--- src/rtl/axi_lite_slave_regfile.sv ---
// AXI-lite target holding NREGS 64-bit registers with independent write/read FSMs.
// Define AXI_LITE_REGFILE_PROT_CHECK_EN to reject unprivileged access to the upper half.
module axi_lite_slave_regfile #(
    parameter int          NREGS     = 16,
    parameter logic [63:0] BASE_ADDR = 64'h0
) (
    input  logic        aclk,
    input  logic        arst_n,
    input  logic [63:0] s2m_aw_addr,
    input  logic        s2m_aw_valid,
    input  logic [3:0]  s2m_aw_id,
    input  logic [2:0]  s2m_aw_prot,
    output logic        s2m_aw_ready,
    input  logic [63:0] s2m_wdata,
    input  logic        s2m_wvalid,
    input  logic [8:0]  s2m_wstrb,
    output logic        s2m_wready,
    output logic        s2m_bvalid,
    output logic [3:0]  s2m_bid,
    output logic [1:0]  s2m_bresp,
    input  logic        s2m_bready,
    input  logic [63:0] s2m_ar_addr,
    input  logic        s2m_ar_valid,
    input  logic [3:0]  s2m_ar_id,
    input  logic [2:0]  s2m_ar_prot,
    output logic        s2m_ar_ready,
    output logic [63:0] s2m_rdata,
    output logic        s2m_rvalid,
    output logic [3:0]  s2m_rid,
    output logic [1:0]  s2m_rresp,
    input  logic        s2m_rready
);

    localparam int          IW   = $clog2(NREGS);
    localparam logic [63:0] SPAN = 64'(NREGS) << 3;

    typedef enum logic { WR_IDLE, WR_RESP } wr_state_t;
    typedef enum logic { RD_IDLE, RD_RESP } rd_state_t;

    // Returns {error, register index}.
    function automatic logic [IW:0] decode(
        input logic [63:0] addr,
        input logic [2:0]  prot
    );
        logic [63:0] off;
        logic        err;
        off = addr - BASE_ADDR;
        err = (addr < BASE_ADDR) || (off >= SPAN);
`ifdef AXI_LITE_REGFILE_PROT_CHECK_EN
        err = err || (off[IW+2] && !prot[0]);
`else
        err = err || (prot[0] && 1'b0);
`endif
        return {err, off[IW+2:3]};
    endfunction

    logic [63:0] regs [NREGS];

    wr_state_t   wr_state, wr_state_n;
    logic        aw_held, aw_held_n;
    logic        w_held, w_held_n;
    logic [63:0] aw_addr_q;
    logic [3:0]  aw_id_q;
    logic [2:0]  aw_prot_q;
    logic [63:0] wdata_q;
    logic [7:0]  wstrb_q;
    logic        aw_ready_n, w_ready_n;
    logic        bvalid_n;
    logic [3:0]  bid_n;
    logic [1:0]  bresp_n;

    logic        aw_hs, w_hs, aw_have, w_have, commit;
    logic [63:0] wa, wd;
    logic [7:0]  ws;
    logic [3:0]  wid;
    logic [2:0]  wp;
    logic        w_err;
    logic [IW-1:0] w_idx;

    rd_state_t   rd_state, rd_state_n;
    logic        ar_ready_n, rvalid_n;
    logic [63:0] rdata_n;
    logic [3:0]  rid_n;
    logic [1:0]  rresp_n;
    logic        ar_hs, r_err;
    logic [IW-1:0] r_idx;

    logic unused;
    assign unused = ^{s2m_wstrb[8], s2m_aw_prot[2:1], s2m_ar_prot[2:1]};

    // A beat completing this cycle is used directly, so the commit needs no extra cycle.
    assign aw_hs   = s2m_aw_valid & s2m_aw_ready;
    assign w_hs    = s2m_wvalid & s2m_wready;
    assign aw_have = aw_held | aw_hs;
    assign w_have  = w_held | w_hs;
    assign commit  = (wr_state == WR_IDLE) & aw_have & w_have;
    assign wa      = aw_hs ? s2m_aw_addr : aw_addr_q;
    assign wid     = aw_hs ? s2m_aw_id : aw_id_q;
    assign wp      = aw_hs ? s2m_aw_prot : aw_prot_q;
    assign wd      = w_hs ? s2m_wdata : wdata_q;
    assign ws      = w_hs ? s2m_wstrb[7:0] : wstrb_q;
    assign {w_err, w_idx} = decode(wa, wp);

    assign ar_hs = s2m_ar_valid & s2m_ar_ready;
    assign {r_err, r_idx} = decode(s2m_ar_addr, s2m_ar_prot);

    always_comb begin
        wr_state_n = wr_state;
        aw_held_n  = aw_held;
        w_held_n   = w_held;
        aw_ready_n = s2m_aw_ready;
        w_ready_n  = s2m_wready;
        bvalid_n   = s2m_bvalid;
        bid_n      = s2m_bid;
        bresp_n    = s2m_bresp;
        unique case (wr_state)
            WR_IDLE: begin
                if (commit) begin
                    wr_state_n = WR_RESP;
                    aw_held_n  = 1'b0;
                    w_held_n   = 1'b0;
                    aw_ready_n = 1'b0;
                    w_ready_n  = 1'b0;
                    bvalid_n   = 1'b1;
                    bid_n      = wid;
                    bresp_n    = w_err ? 2'b10 : 2'b00;
                end else begin
                    aw_held_n  = aw_have;
                    w_held_n   = w_have;
                    aw_ready_n = !aw_have;
                    w_ready_n  = !w_have;
                end
            end
            WR_RESP: begin
                if (s2m_bready) begin
                    wr_state_n = WR_IDLE;
                    aw_ready_n = 1'b1;
                    w_ready_n  = 1'b1;
                    bvalid_n   = 1'b0;
                end
            end
            default: wr_state_n = WR_IDLE;
        endcase
    end

    always_comb begin
        rd_state_n = rd_state;
        ar_ready_n = s2m_ar_ready;
        rvalid_n   = s2m_rvalid;
        rdata_n    = s2m_rdata;
        rid_n      = s2m_rid;
        rresp_n    = s2m_rresp;
        unique case (rd_state)
            RD_IDLE: begin
                ar_ready_n = 1'b1;
                if (ar_hs) begin
                    rd_state_n = RD_RESP;
                    ar_ready_n = 1'b0;
                    rvalid_n   = 1'b1;
                    rdata_n    = r_err ? 64'h0 : regs[r_idx];
                    rid_n      = s2m_ar_id;
                    rresp_n    = r_err ? 2'b10 : 2'b00;
                end
            end
            RD_RESP: begin
                if (s2m_rready) begin
                    rd_state_n = RD_IDLE;
                    ar_ready_n = 1'b1;
                    rvalid_n   = 1'b0;
                end
            end
            default: rd_state_n = RD_IDLE;
        endcase
    end

    always_ff @(posedge aclk or negedge arst_n) begin
        if (!arst_n) begin
            wr_state     <= WR_IDLE;
            aw_held      <= 1'b0;
            w_held       <= 1'b0;
            aw_addr_q    <= '0;
            aw_id_q      <= '0;
            aw_prot_q    <= '0;
            wdata_q      <= '0;
            wstrb_q      <= '0;
            s2m_aw_ready <= 1'b0;
            s2m_wready   <= 1'b0;
            s2m_bvalid   <= 1'b0;
            s2m_bid      <= '0;
            s2m_bresp    <= '0;
        end else begin
            wr_state     <= wr_state_n;
            aw_held      <= aw_held_n;
            w_held       <= w_held_n;
            s2m_aw_ready <= aw_ready_n;
            s2m_wready   <= w_ready_n;
            s2m_bvalid   <= bvalid_n;
            s2m_bid      <= bid_n;
            s2m_bresp    <= bresp_n;
            if (aw_hs) begin
                aw_addr_q <= s2m_aw_addr;
                aw_id_q   <= s2m_aw_id;
                aw_prot_q <= s2m_aw_prot;
            end
            if (w_hs) begin
                wdata_q <= s2m_wdata;
                wstrb_q <= s2m_wstrb[7:0];
            end
        end
    end

    always_ff @(posedge aclk or negedge arst_n) begin
        if (!arst_n) begin
            rd_state     <= RD_IDLE;
            s2m_ar_ready <= 1'b0;
            s2m_rvalid   <= 1'b0;
            s2m_rdata    <= '0;
            s2m_rid      <= '0;
            s2m_rresp    <= '0;
        end else begin
            rd_state     <= rd_state_n;
            s2m_ar_ready <= ar_ready_n;
            s2m_rvalid   <= rvalid_n;
            s2m_rdata    <= rdata_n;
            s2m_rid      <= rid_n;
            s2m_rresp    <= rresp_n;
        end
    end

    always_ff @(posedge aclk or negedge arst_n) begin
        if (!arst_n) begin
            for (int i = 0; i < NREGS; i++) regs[i] <= '0;
        end else if (commit && !w_err) begin
            for (int k = 0; k < 8; k++) begin
                if (ws[k]) regs[w_idx][8*k +: 8] <= wd[8*k +: 8];
            end
        end
    end

endmodule

--- config.mk ---
export PLATFORM = sky130hd
export DESIGN_NAME = axi_lite_slave_regfile
export DESIGN_NICKNAME = d
export VERILOG_FILES = /design/src/rtl/axi_lite_slave_regfile.sv
export SDC_FILE = /design/constraint.sdc
export NUM_CORES = 2
export LEC_CHECK = 0
export ABC_CLOCK_PERIOD_IN_PS = 2600
export CAP_MARGIN = 20
export CORE_MARGIN = 10
export CORE_UTILIZATION = 35
export DETAILED_ROUTE_END_ITERATION = 8
export GPL_TIMING_DRIVEN = 1
export SLEW_MARGIN = 15
export SYNTH_ARGS = -nofsm -noshare
export SYNTH_HDL_FRONTEND = slang
export SYNTH_SLANG_ARGS = --single-unit
--- constraint.sdc ---
create_clock -name aclk -period 2.6 [get_ports aclk]
set_clock_uncertainty 0.2 [all_clocks]
set_input_delay 0.26 -clock aclk [delete_from_list [all_inputs] [get_ports aclk]]
set_output_delay 0.26 -clock aclk [all_outputs]
set_load 0.1 [all_outputs]
# Word level (Yosys, flattened, before mapping)
# Cells that the tools add are included.
totals:
  reg_bits: 1249
  latch_bits: 0
  mem_bits_rw: 0
  mem_bits_ro: 0
  in_bits: 222
  output_inout_bits: 81
  mem_count: 0
classes:
  addsub: 0
  mul: 0
  div: 0
  magnitude_cmp: 7
  eq_ne: 4
  shift: 0
  mux: 71
  n_bitwise: 11
  n_reduce_logical: 11
ops:
  columns: ["cell", "count"]
  rows:
  - ["$mux W1024", 15]
  - ["$bwmux W1024", 8]
  - ["$demux W64 S4", 8]
  - ["$mux W64", 6]
  - ["$bmux W64 S4", 1]
  - ["$ge A64 B8 Y1 const B", 2]
  - ["$lt A64 B1 Y1 const B", 2]
  - ["$mux W56", 1]
  - ["$mux W48", 1]
  - ["$mux W40", 1]
  - ["$mux W32", 1]
  - ["$mux W24", 1]
  - ["$mux W16", 1]
  - ["$mux W8", 2]
  - ["$mux W1", 15]
  - ["$pmux W1 S2", 7]
  - ["$ge A5 B5 Y1 const B", 2]
  - ["$not A4 Y5", 2]
  - ["$ne A2 B2 Y1 const B", 4]
  - ["$reduce_and A2 Y1", 4]
  - ["$and A1 B1 Y1", 5]
  - ["$lt A5 B1 Y1 const B", 1]
  - ["$mux W2", 2]
  - ["$mux W4", 1]
  - ["5 further kinds", 11]

# Depth between registers and ports, before layout
depth:
  depth_word: 30
  mapped_depth: 9
  ltp_nobuf: 6

# Worst setup path after synthesis
# OpenSTA, ideal clock, no wires.
synth_timing:
  path_kind: "reg2reg"
  startpoint: "reg s2m_aw_ready"
  endpoint: "reg regs[952] in the netlist's numbering"
  t_arrival_ps: 3167
  t_required_ps: 2275
  path_slack_ps: -892
  path_stages_with_launch: 8
  path_buffers: 1
  path_cell_list: "dfrtp_1 > nand2_1 > buf_2 > or3_1 > o31ai_1 > nand2_1 > nor3_4 > mux2_4"
synth_between:
  elab_chain_cells: 27
  elab_cells_between_ends: 46
  classes_between: "order compare (4); mux (33); bitwise (5); reduce/logical (4)"
synth_lines:
  columns: ["element", "line", "source"]
  rows:
  - ["from (decl)", "13", "output logic s2m_aw_ready,"]
  - ["from (signal assigned)", "195", "s2m_aw_ready <= aw_ready_n;"]
  - ["$and A1 B1 Y1 *", "92", "assign aw_hs = s2m_aw_valid & s2m_aw_ready;"]
  - ["$mux W64", null, null]
  - ["$not A4 Y5 (implied by the code)", "235", "if (ws[k]) regs[w_idx][8*k +: 8] <= wd[8*k +: 8];"]
  - ["$demux W64 S4", "235", null]
  - ["$bwmux W1024", "235", null]
  - ["$mux W1024", "235", null]
  - ["$mux W1024", "233", "end else if (commit && !w_err) begin"]
  - ["$bwmux W1024", "235", null]
  - ["(+11 left out)", null, null]
  - ["$bwmux W1024", "235", null]
  - ["$mux W1024", "235", null]
  - ["$mux W1024", "233", null]
  - ["$bwmux W1024", "235", null]
  - ["$mux W1024", "235", null]
  - ["$mux W1024", "233", null]
  - ["$bwmux W1024", "235", null]
  - ["$mux W1024", "235", null]
  - ["to (signal, indexed assignment)", "235", null]
  - ["to (decl)", "57", "logic [63:0] regs [NREGS];"]
# Every way passes the cells marked *; elsewhere a longest branch is shown, timed or not. The select of a mux whose other input is x is not followed.
# A chain may end at the register's enable or synchronous reset.

# Final worst setup path
layout_timing:
  startpoint: "reg aw_addr_q[38]"
  endpoint: "reg regs[611] in the netlist's numbering"
layout_between:
  elab_chain_cells: 5
  elab_cells_between_ends: 6
  classes_between: "order compare (2); mux (1); reduce/logical (3)"
layout_lines:
  columns: ["element", "line", "source"]
  rows:
  - ["from (decl)", "62", "logic [63:0] aw_addr_q;"]
  - ["from (signal assigned)", "201", "aw_addr_q <= s2m_aw_addr;"]
  - ["$mux W64 *", null, null]
  - ["$lt A64 B1 Y1 / $ge A64 B8 Y1 (equally long branches)", "48", "err = (addr < BASE_ADDR) || (off >= SPAN);"]
  - ["$logic_or A1 B1 Y1 *", "48", null]
  - ["$logic_not A1 Y1 *", "233", null]
  - ["$logic_and A1 B1 Y1 *", "233", null]
# Every way passes the cells marked *; elsewhere a longest branch is shown, timed or not.

==> results by stage <==
Routing:
- After detailed routing, the total wire length is 152000 um.
- The final antenna-violating net count is 0.
- The length of routed met3 wiring is 4460 um.
- The detailed router's first-iteration violation count is 1693.
- Using the TritonRoute via totals, the vias-per-cell ratio works out to 5.25.
- Summed over all nets, wire length on met2 after detailed routing comes to 78700 um.
- Signal routing reaches up to met4.
- Summing over every cut layer, the via total after detailed routing is 32300.
- The first detailed-routing pass took 5 iterations.
- In the routed design, unresolved DRC markers number 0.
- The detailed router put a total of 65600 um of wire on met1.
- The detailed-route wire length per cell is 24.7 um.

CTS:
- The maximum level of the CTS H-tree is 4.
- Clock tree synthesis selected as its root buffer the cell sky130_fd_sc_hd__clkbuf_16.
- After clock tree synthesis, the clock-pin slew on the worst setup and hold paths is 0.06 ns.
- The worst-skew pair later-pin latency is 0.79 ns.
- The total clock buffers created by CTS is 139.
- The clock drives 1244 sinks.
- The deepest clock path buffer count is 3.
- TritonCTS built the clock tree.

Placement:
- The number of port buffers is 287.
- The congestion estimate from routability-driven global placement came to 0.773.
- Including well taps, the total number of placed cells is 5826.
- Summed over all nets, the half-perimeter wirelength after detailed placement is 102000 um.

Yosys:
- The largest total area in the synthesized netlist belongs to sky130_fd_sc_hd__dfrtp_1.
- Yosys mapped a number of flops with a built-in enable equal to 0.
- The share of the Yosys chip area taken by registers is 0.558.
- The area share of the leading cell type in the synthesized netlist is 0.558.
- The netlist uses 40 different library cells.
- The fraction of registers with async set or reset after synthesis is 1.00.
- The main flop type after synthesis is sky130_fd_sc_hd__dfrtp_1.
- The most common cell in the synthesized netlist is sky130_fd_sc_hd__dfrtp_1.
- After synthesis, the most frequently instantiated cells are sky130_fd_sc_hd__dfrtp_1, sky130_fd_sc_hd__mux2_2, sky130_fd_sc_hd__mux4_2.
- The cell count after synthesis came out at 3277.
- By area the synthesized netlist is led by sky130_fd_sc_hd__dfrtp_1, sky130_fd_sc_hd__mux2_2, sky130_fd_sc_hd__mux4_2.
- The synthesized netlist occupies a cell area of 0.0558 sq mm.
- The count of state elements after synthesis is 1244.
- A synthesized cell averages 17.0 sq um.
- For this run, the number of Yosys warnings is 0.

Cells and area:
- Of the cells placed in the final design, the portion with a size suffix greater than 1 is 0.558.
- After the flow finishes, the layout carries non-filler instances totaling 6162.
- The final net count is 4200.
- The share of the core filled with cells is 0.456.
- The area growth from synthesis to layout is 29.3%.

Power:
- The power per cell area is 705 mW/mm^2.
- Summed over all cells, the static leakage comes to 0.0336 uW.
- IR analysis of the VDD net gives a maximum drop of 0.419 mV.

Job:
- The max-cap check violation count is 0.

STA:
- The worst relative slew slack is 0.632.
- Setup slack on the critical path of the routed design comes to -0.469 ns.
- The count of final hold-check violations is 0.
- The routed design could run at a clock period as short as 3.07 ns.
- The final-report max-slew violation count was 0.
- For the pin with the worst max-slew slack, the measured transition is 0.553 ns.
- Setup violations remaining at the end of the flow were counted as 1024.
- For this run, the top clock speed supported by timing is 326 MHz.
- Setup repair after global routing could not meet its margin everywhere.
- The share of the clock period used by the worst path after layout is 1.18.

Floorplanning:
- In this run the standard cell core region covers 0.158 sq mm.
- The initial utilization of the core area, before any placement, comes to 0.352.
- The width of the die is 419 um.
- In this run the core area contains 146 standard-cell rows.
- The die height is 419 um.
- During I/O placement, the number of pins put on the boundary was 303.
- The die covers 0.176 sq mm.

GRT:
- The number of global-route vias before repair is 35200.
- After global routing the overflow that remains totals 0.
- The global-route wire length before repair is 233000 um.
- In the global route stage, overall resource usage came out at 0.173.
- The number of antenna violations at the first check in global routing is 8.
- The pin count of the biggest net entering global routing is 95.

Worst setup path:
- STA classifies the critical path startpoint as a flop.
- The worst reg-to-reg path cell count is 10.
- The setup path with the least slack is of type reg -> reg.
- STA classifies the critical path endpoint as a flop.
- The critical path data required time is 3.06 ns.
- The critical-path maximum fanout is 13.
- For the worst setup path, the data arrival time is 3.53 ns.

Min path:
- The path class of the tightest hold or removal check is in -> reg.
- The instance count along the most critical hold path is 3.

Run status:
- The run finished, with violations left.
- The final reports fail on negative setup slack.
==> critical path, cell delays in order, from the launching register on <==
cell and delay, ns:
sky130_fd_sc_hd__dfrtp_1 0.37, sky130_fd_sc_hd__or4_4 0.57, sky130_fd_sc_hd__nor4_4 0.14, sky130_fd_sc_hd__o221a_2 0.27, sky130_fd_sc_hd__o2111ai_4 0.14, sky130_fd_sc_hd__buf_12 0.18, sky130_fd_sc_hd__buf_12 0.16, sky130_fd_sc_hd__buf_12 0.19
sky130_fd_sc_hd__nor3_4 0.19, sky130_fd_sc_hd__buf_12 0.16, sky130_fd_sc_hd__mux2_2 0.33
==> final timing paths <==
path	slack, ns	startpoint	end
max	-0.47	aw_addr_q[38]	regs[611]
min	0.06	s2m_aw_addr[18]	aw_addr_q[18]
max reg2reg	-0.47	aw_addr_q[38]	regs[611]
min reg2reg	0.27	rd_state	s2m_ar_ready
max in group asynchronous	1.41	arst_n	s2m_rid[1]
min in group asynchronous	0.16	arst_n	aw_addr_q[41]
==> sequential cells by signal (all words and copies together), names as in the netlist, 4 cells and up <==
register	cells
regs	1024
s2m_rdata	64
wdata_q	64
aw_addr_q	61
wstrb_q	8
aw_id_q	4
s2m_bid	4
s2m_rid	4
==> kinds of logic after synthesis <==
logic type	after synthesis	synth area share
mux	1486	0.365
other cells	1	0.0000672
simple gates	254	0.0476
flops	1244	0.558
buf+inv	208	0.0153
compound gates	84	0.0138
==> per-stage QoR <==
step / hold slack (ns) / TNS [ns] / setup slack [ns] / total power (uW) / area, sq um
3_5_place_dp: 0.0172 / -774.65 / -0.806 / 31600 / 66200
5_1_grt: 0.0320 / -544.29 / -0.587 / 53000 / 72200
6_report: 0.0639 / -431.32 / -0.469 / 50900 / 72200
4_1_cts: 0.00371 / -440.12 / -0.484 / 51500 / 71700
2_1_floorplan: -0.236 / -229.35 / -0.245 / 27100 / 56300
3_3_place_gp: 0.0167 / -813.65 / -0.836 / 31500 / 66200
==> cells in the final DEF, fill, tap and decap left out, types with 3 or more instances in the layout <==
cell / Yosys / routed
sky130_fd_sc_hd__dfrtp_1: 1244 / 1242
sky130_fd_sc_hd__mux2_2: 1060 / 990
sky130_fd_sc_hd__mux4_2: 320 / 320
sky130_fd_sc_hd__buf_4: 13 / 247
sky130_fd_sc_hd__buf_12: 0 / 204
sky130_fd_sc_hd__clkdlybuf4s50_1: 0 / 203
sky130_fd_sc_hd__clkbuf_16: 0 / 145
sky130_fd_sc_hd__nor3_4: 112 / 129
sky130_fd_sc_hd__mux2_4: 8 / 94
sky130_fd_sc_hd__dlygate4sd3_1: 0 / 74
sky130_fd_sc_hd__mux2_1: 89 / 73
sky130_fd_sc_hd__a32o_1: 64 / 64
sky130_fd_sc_hd__clkbuf_8: 0 / 42
sky130_fd_sc_hd__nor4_1: 37 / 35
sky130_fd_sc_hd__clkbuf_1: 140 / 31
sky130_fd_sc_hd__nand2_1: 31 / 18
sky130_fd_sc_hd__buf_6: 1 / 18
sky130_fd_sc_hd__nand2_4: 0 / 17
sky130_fd_sc_hd__nor2_1: 16 / 14
sky130_fd_sc_hd__clkinv_2: 0 / 14
sky130_fd_sc_hd__inv_1: 9 / 9
sky130_fd_sc_hd__mux2i_4: 0 / 8
sky130_fd_sc_hd__nand4_1: 8 / 8
sky130_fd_sc_hd__diode_2: 0 / 7
sky130_fd_sc_hd__nand2b_1: 6 / 6
sky130_fd_sc_hd__o21ai_4: 0 / 5
sky130_fd_sc_hd__inv_6: 0 / 5
sky130_fd_sc_hd__nand3_1: 5 / 4
sky130_fd_sc_hd__nand3b_1: 4 / 4
sky130_fd_sc_hd__clkinv_8: 0 / 4
sky130_fd_sc_hd__inv_16: 0 / 4
sky130_fd_sc_hd__buf_16: 0 / 4
sky130_fd_sc_hd__buf_8: 0 / 4
sky130_fd_sc_hd__nor3_1: 3 / 3
sky130_fd_sc_hd__and3_1: 3 / 3
sky130_fd_sc_hd__clkinvlp_4: 0 / 3
==> routing by layer <==
layer,up-vias,track usage
met5,-,0
met4,0,0.0472
met3,189,0.0274
met2,449,0.300
met1,17700,0.224
li1,14000,-
==> power by group <==
group	internal, uW	switching (uW)
sequential	20500	536
combinational	3260	6980
clock	11400	8150
total	35200	15700
==> what timing repair did <==
action                                   CTS  global route
resized for setup                         26            88
hold endpoints to repair                1333             1
hold buffers                              74             1
endpoints found under the setup margin  1024          1024
pin swaps                                  2            21
setup buffers                              2             2
gates cloned                               0             4
==> cell type report <==
cell class              instances  area [sq um]
diodes                          7          17.5
clock buffers                 214          4220
clock inverters                32           342
fillers                     13700         86200
inverters                       9          33.8
multi-input cells            1826         24600
flip-flops and latches       1244         31100
well taps                    2072          2590
repair buffers                758          9180
Power figures use the tool's default switching activity.
